$ cat src/rtl/ray_frame_scheduler.sv
// Per-frame ray job sequencer: snapshots camera state on frame start, streams one
// job per screen column, then waits for render completion and a last-pixel-aligned swap.
module ray_frame_scheduler #(
    parameter int N_COLS         = 320,
    parameter int COL_W          = 9,
    parameter int STATE_W        = 64,
    parameter int TIMEOUT_CYCLES = 2000000
) (
    input  logic                     pixel_clk_in,
    input  logic                     rst_in,
    input  logic                     frame_trigger_in,
    input  logic                     video_last_pixel_in,
    input  logic [STATE_W-1:0]       state_in,
    output logic                     m_axis_tvalid_out,
    input  logic                     m_axis_tready_in,
    output logic [COL_W+STATE_W-1:0] m_axis_tdata_out,
    output logic                     m_axis_tlast_out,
    input  logic                     render_done_in,
    output logic                     swap_out,
    output logic                     busy_out,
    output logic [7:0]               frame_drop_count_out,
    output logic                     timeout_out
);

    localparam int WD_W = (TIMEOUT_CYCLES > 2) ? $clog2(TIMEOUT_CYCLES) : 1;
    localparam logic [COL_W-1:0] LAST_COL = COL_W'(N_COLS - 1);
    localparam logic [WD_W-1:0]  WD_LAST  = WD_W'(TIMEOUT_CYCLES - 1);

    typedef enum logic [1:0] {
        IDLE      = 2'd0,
        ISSUE     = 2'd1,
        WAIT_DONE = 2'd2,
        WAIT_SWAP = 2'd3
    } state_t;

    state_t               state_reg;
    logic [COL_W-1:0]     col_reg;
    logic [STATE_W-1:0]   snapshot_reg;
    logic [WD_W-1:0]      watchdog_reg;
    logic                 tvalid_reg;
    logic                 tlast_reg;
    logic                 swap_reg;
    logic                 timeout_reg;
    logic [7:0]           drop_reg;
    logic [COL_W-1:0]     col_next;

    assign col_next = col_reg + COL_W'(1);

    always_ff @(posedge pixel_clk_in or posedge rst_in) begin
        if (rst_in) begin
            state_reg    <= IDLE;
            col_reg      <= '0;
            snapshot_reg <= '0;
            watchdog_reg <= '0;
            tvalid_reg   <= 1'b0;
            tlast_reg    <= 1'b0;
            swap_reg     <= 1'b0;
            timeout_reg  <= 1'b0;
            drop_reg     <= 8'd0;
        end else begin
            swap_reg    <= 1'b0;
            timeout_reg <= 1'b0;

            // Triggers that arrive mid-frame are dropped, not queued.
            if (frame_trigger_in && state_reg != IDLE && drop_reg != 8'hFF)
                drop_reg <= drop_reg + 8'd1;

            case (state_reg)
                IDLE: begin
                    if (frame_trigger_in) begin
                        snapshot_reg <= state_in;
                        col_reg      <= '0;
                        tlast_reg    <= (LAST_COL == '0);
                        tvalid_reg   <= 1'b1;
                        state_reg    <= ISSUE;
                    end
                end
                ISSUE: begin
                    // tvalid is always high here, so tready alone marks a handshake.
                    if (m_axis_tready_in) begin
                        if (col_reg == LAST_COL) begin
                            tvalid_reg   <= 1'b0;
                            tlast_reg    <= 1'b0;
                            watchdog_reg <= '0;
                            state_reg    <= WAIT_DONE;
                        end else begin
                            col_reg   <= col_next;
                            tlast_reg <= (col_next == LAST_COL);
                        end
                    end
                end
                WAIT_DONE: begin
                    if (render_done_in) begin
                        state_reg <= WAIT_SWAP;
                    end else if (watchdog_reg == WD_LAST) begin
                        timeout_reg <= 1'b1;
                        state_reg   <= IDLE;
                    end else begin
                        watchdog_reg <= watchdog_reg + WD_W'(1);
                    end
                end
                WAIT_SWAP: begin
                    if (video_last_pixel_in) begin
                        swap_reg  <= 1'b1;
                        state_reg <= IDLE;
                    end
                end
                default: state_reg <= IDLE;
            endcase
        end
    end

    assign m_axis_tvalid_out    = tvalid_reg;
    assign m_axis_tdata_out     = {col_reg, snapshot_reg};
    assign m_axis_tlast_out     = tlast_reg;
    assign swap_out             = swap_reg;
    assign timeout_out          = timeout_reg;
    assign frame_drop_count_out = drop_reg;
    assign busy_out             = (state_reg != IDLE);

endmodule

$ cat config.mk
export PLATFORM = sky130hd
export DESIGN_NAME = ray_frame_scheduler
export DESIGN_NICKNAME = d
export VERILOG_FILES = /design/src/rtl/ray_frame_scheduler.sv
export SDC_FILE = /design/constraint.sdc
export NUM_CORES = 1
export LEC_CHECK = 0
export ABC_CLOCK_PERIOD_IN_PS = 4030
export CAP_MARGIN = 10
export CORE_MARGIN = 1.5
export CORE_UTILIZATION = 45
export CTS_CLUSTER_SIZE = 40
export DETAILED_ROUTE_END_ITERATION = 10
export PLACE_DENSITY = 0.86
export REMOVE_ABC_BUFFERS = 1
export SYNTH_ARGS = -nofsm -noshare
export SYNTH_HDL_FRONTEND = slang
export SYNTH_SLANG_ARGS = --single-unit
$ cat constraint.sdc
create_clock -name pixel_clk_in -period 4.03 [get_ports pixel_clk_in]
set_input_delay 0.806 -clock pixel_clk_in [delete_from_list [all_inputs] [get_ports pixel_clk_in]]
set_output_delay 0.806 -clock pixel_clk_in [all_outputs]
set_load 0.1 [all_outputs]
* Word level (Yosys, flattened, before mapping) *
Cells that the tools add are included.

storage, ports and cells
  register bits after elaboration = 108
  input bits = 70
  output and inout port bits = 86
  logic and storage cells = 68

operators by class
  $add $sub $neg = 3
  equality and inequality tests = 15
  multiplexer cells = 29
  reduce and logical (&&, ||, !) cells = 12

operators by type and width
  kind                   number
  $mux 21                4
  $pmux 21 s2            1
  $mux 9                 3
  $add 21x1->21 const B  1
  $eq 21x21->1 const B   1
  $eq 9x9->1 const B     2
  $pmux 9 s2             1
  $ne 2x2->1 const B     7
  $mux 2                 6
  $mux 1                 11
  $reduce_and 5->1       2
  $add 9x1->9 const B    1
  $add 8x1->8 const B    1
  $ne 8x8->1 const B     1
  $pmux 2 s4             1
  $reduce_and 4->1       2
  $reduce_bool 2->1      3
  $eq 2x2->1 const B     2
  $pmux 1 s2             2
  $ne 3x3->1 const B     1
  $reduce_and 3->1       1
  $eq 2x1->1 const B     1
  $logic_and 1x1->1      2
  $logic_not 2->1        1
  $reduce_and 2->1       1

* Logic depth before layout (Yosys ltp) *
  word-level depth = 5
  gate-level depth with buffers = 8
  depth with buffers taken out = 6

* Least setup slack after synthesis *
Ideal clock, no wire load.

  kind = reg2reg
  start = register col_reg[1]
  end = register watchdog_reg[8]
  setup time = 0.128 ns
  data arrival time = 2.398 ns
  data required time = 3.902 ns
  path slack = 1.504 ns
  stages on the path, launching flop included = 8
  buffers on the path = 1
  period minus slack after synthesis = 2.526 ns
  cell sequence = dfrtp_1 -> ha_1 -> nand3_1 -> nor3_1 -> nand3_1 -> clkbuf_1 -> a32oi_1 -> mux2i_1

between the ends
  cells in the longest elaborated chain, start to end = 3

RTL lines
  item                        line  text
  start, declared             37    logic [COL_W-1:0] col_reg;
  start signal, assigned      87    col_reg <= col_next;
  $eq 9x9->1                  81    if (col_reg == LAST_COL) begin
  $ne 2x2->1 (no line)        -
  $reduce_and 5->1 (no line)  -
  end signal, assigned        99    watchdog_reg <= watchdog_reg + WD_W'(1);
  end, declared               39    logic [WD_W-1:0] watchdog_reg;

No other way between the ends.
A chain may end at the register's enable or synchronous reset.

* Worst setup path after layout *
  start = register state_reg[1]
  end = output busy_out

between the ends
  cells in the longest elaborated chain, start to end = 1

RTL lines
  item                    line  text
  start, declared         36    state_t state_reg;
  start signal, assigned  51    state_reg <= IDLE;
  start signal, assigned  75    state_reg <= ISSUE;
  start signal, assigned  85    state_reg <= WAIT_DONE;
  $reduce_bool 2->1       119   assign busy_out = (state_reg != IDLE);
  end, declared           20    output logic busy_out,

No other way between the ends.

==> flow_metrics.tcl <==
set metrics [dict create \
    cp_max_fo 11 \
    n_fill_cell 750 \
    tritoncts "done" \
    fin_cells 695 \
    p_per_area_nw_per_um2 840 \
    clockRootBuffer "clkbuf_8" \
    yosysSeqAreaShare_pct 55.8 \
    worstSkewPairLatency_ns 0.36 \
    yosys_warnings 0 \
    worstRegToRegCells 6 \
    dp.cells 678 \
    cts_max_path_buffers 2 \
    fin_util_pct 64.9 \
    clkTransAtPathRegs_ns 0.11 \
    ys.flop_type "dfrtp_1" \
    multi_input_area_um2 1990 \
    max_freq_mhz 321 \
    grt_max_degree 60 \
    die_x_um 107 \
    initial_core_util_pct 46.7 \
    io_pins 156 \
    gp_congestion 0.847 \
    seq_area_um2 2700 \
    grt_pass1_vias 3715 \
    via_count 3781 \
    drt_iter0_drc 215 \
    finalSetupViolCount 0 \
    hold_depth 1 \
    grt_pass1_wl_mm 19.7 \
    ys_async_sr_fraction_pct 100 \
    viasPerCell 5.44 \
    postCtsSetupBuffers 0 \
    synth.distinct_cells 48 \
    dieHeight_um 107 \
    syn_area_um2 4840 \
    vdd_drop_max_mv 0.688 \
    drc 0 \
    p_leak_uw 0.00278 \
    arrival_ns 2.31 \
    cts_inserted_buffers 9 \
    antenna_found_initial 0 \
    drt_first_pass_iters 4 \
    worst_ep_required_time_ns 3.22 \
    grt.overflow.total 0 \
    maxCapViolCount 0 \
    dp_hpwl_mm 9.29 \
    antenna_cells 0 \
    worstSetupEndpointType "primary output" \
    ant_nets 0 \
    syn_inst 403 \
    rsz0062_at_grt "false" \
    grt_util_all_layers_pct 22.2 \
    yosys-top-cells-area "dfrtp_1 56%, mux2_2 15%, nand2_1 2.3%" \
    max_slew.worst_pin.slew_ns 1.05 \
    post_cts_resized 0 \
    min_from "watchdog_reg[18]" \
    core_area_um2 10400 \
    htree_levels 3 \
    drv_slew 0 \
    reg2reg_to "watchdog_reg[4]" \
    die_area_um2 11400 \
    hold_viol_final 0 \
    clkSinkCount 108 \
    fin_nets 628 \
    fin_crit_sh_pct 77.2 \
    clock_skew_ns 0.0118 \
    critical_path_class "reg -> out" \
    wl_per_cell_um 17.6 \
    drive_gt1_share_pct 17.4 \
    cts_hold_buffers 0 \
    synth_top_cell_by_area "dfrtp_1" \
    slew_headroom_pct 30.1 \
    worstHoldPathType "reg -> reg" \
    synth-edff-count 0 \
    largest_reg_flops 64 \
    rrSetupSlack_ns 1.41 \
    synth.top_cell.area_share_pct 55.8 \
    synth-seq-cells 108 \
    totalWireLength_mm 12.3 \
    start_kind "flop" \
    port_buffers 155 \
    syn_to_final_growth_pct 39.0 \
    status "finished clean" \
    fp-row-count 37 \
    period_needed_ns 3.11 \
    min_to "watchdog_reg[18]" \
    syn_avg_cell_area_um2 12.0 \
    r2r_start "col_reg[0]" \
]
cell usage in the layout (no fill, tap or decap), types with 2 or more instances in the layout:
cell type        Yosys  final
and3_1               7      7
nand3_1             19     19
nor2_1              14     13
mux2_2              65     65
nand4_1              7      7
buf_12               0      2
and2_1               3      3
o22ai_1              3      3
dfrtp_1            108    108
a21o_1               4      4
o21ai_0             14     14
xnor2_1              8      8
ha_1                 4      4
nand2b_1             5      5
a21oi_1             14     14
clkbuf_8             0      9
nand2_1             30     30
o41ai_1              3      3
clkinv_8             0      2
buf_4                8      2
clkdlybuf4s50_1      0    155
mux2i_1              9      9
nand3_2              2      2
inv_8                0      2
xor2_1               4      4
or2_2                2      2
nor4_1               4      4
and4_1               3      3
nor3_1               5      4
inv_1               11     10
a31oi_1             16     16
worst max-delay path by stage:
| stage | from | to | slack, ns | cells after the start |
|---|---|---|---|---|
| finish | state_reg[1] | busy_out | 0.92 | 2 |
| global route | state_reg[1] | busy_out | 0.83 | 2 |
| CTS | state_reg[1] | busy_out | 0.90 | 2 |
| detailed placement | render_done_in | watchdog_reg[5] | 1.20 | 6 |
| global placement | frame_trigger_in | snapshot_reg[32] | 1.24 | 5 |
| floorplan | state_reg[1] | snapshot_reg[0] | -0.35 | 3 |
metrics by stage:
stage / instance area [um^2] / setup TNS, ns / total power [uW] / hold WS (ns) / worst slack [ns]
after global placement: 6510 / 0 / 4960 / 0.455 / 1.24
after CTS: 6720 / 0 / 5690 / 0.474 / 0.896
after global routing: 6730 / 0 / 5840 / 0.487 / 0.833
after floorplan: 4720 / -22.16 / 4170 / 0.443 / -0.346
after detailed placement: 6510 / 0 / 5030 / 0.458 / 1.20
final: 6730 / 0 / 5650 / 0.478 / 0.917
cells in the mapped netlist, drive strengths merged (7+ instances only):
library cell  count
xnor2             8
buf              15
dfrtp           108
mux2             65
nand4             7
inv              11
a21oi            14
nand2            30
nor2             14
nand3            21
o21ai            14
and3              7
a31oi            16
mux2i             9
report_power, final:
group	internal (uW)	total, uW	switching, uW
Clock	247	650	403
Combinational	807	3410	2600
Sequential	1380	1590	207
routing by layer:
metal	wire length, um	part of all wire [%]	global-route usage, %	vias to the layer above
li1	-	-	-	1757
met1	4970	41	27.4	1886
met2	6190	51	38.4	126
met3	893	7.3	6.08	12
met4	201	1.6	6.10	0
met5	0	0	0	-
cell families (layout without fill, tap and decap cells):
group / Yosys count / count (layout) / share of synthesized area [%]
mux: 74 / 74 / 17.0
compound gates: 64 / 64 / 8.43
flops: 108 / 108 / 55.8
xor+xnor: 12 / 12 / 2.17
simple gates: 110 / 110 / 12.3
fa+ha+maj: 4 / 4 / 1.03
buf+inv: 31 / 187 / 3.23
area by class of cell:
type                    count  area share (%)
flip-flops and latches    108            40.2
multi-input cells         264            29.6
repair buffers            160            24.0
well taps                 136            2.53
clock buffers               9            1.84
clock inverters             7            1.19
inverters                  11           0.651
worst max-delay path, stage by stage (launching register included):
cell and delay [ns]:
dfrtp_1 0.56, or2_2 0.24, clkdlybuf4s50_1 1.14
Power figures use the tool's default switching activity.
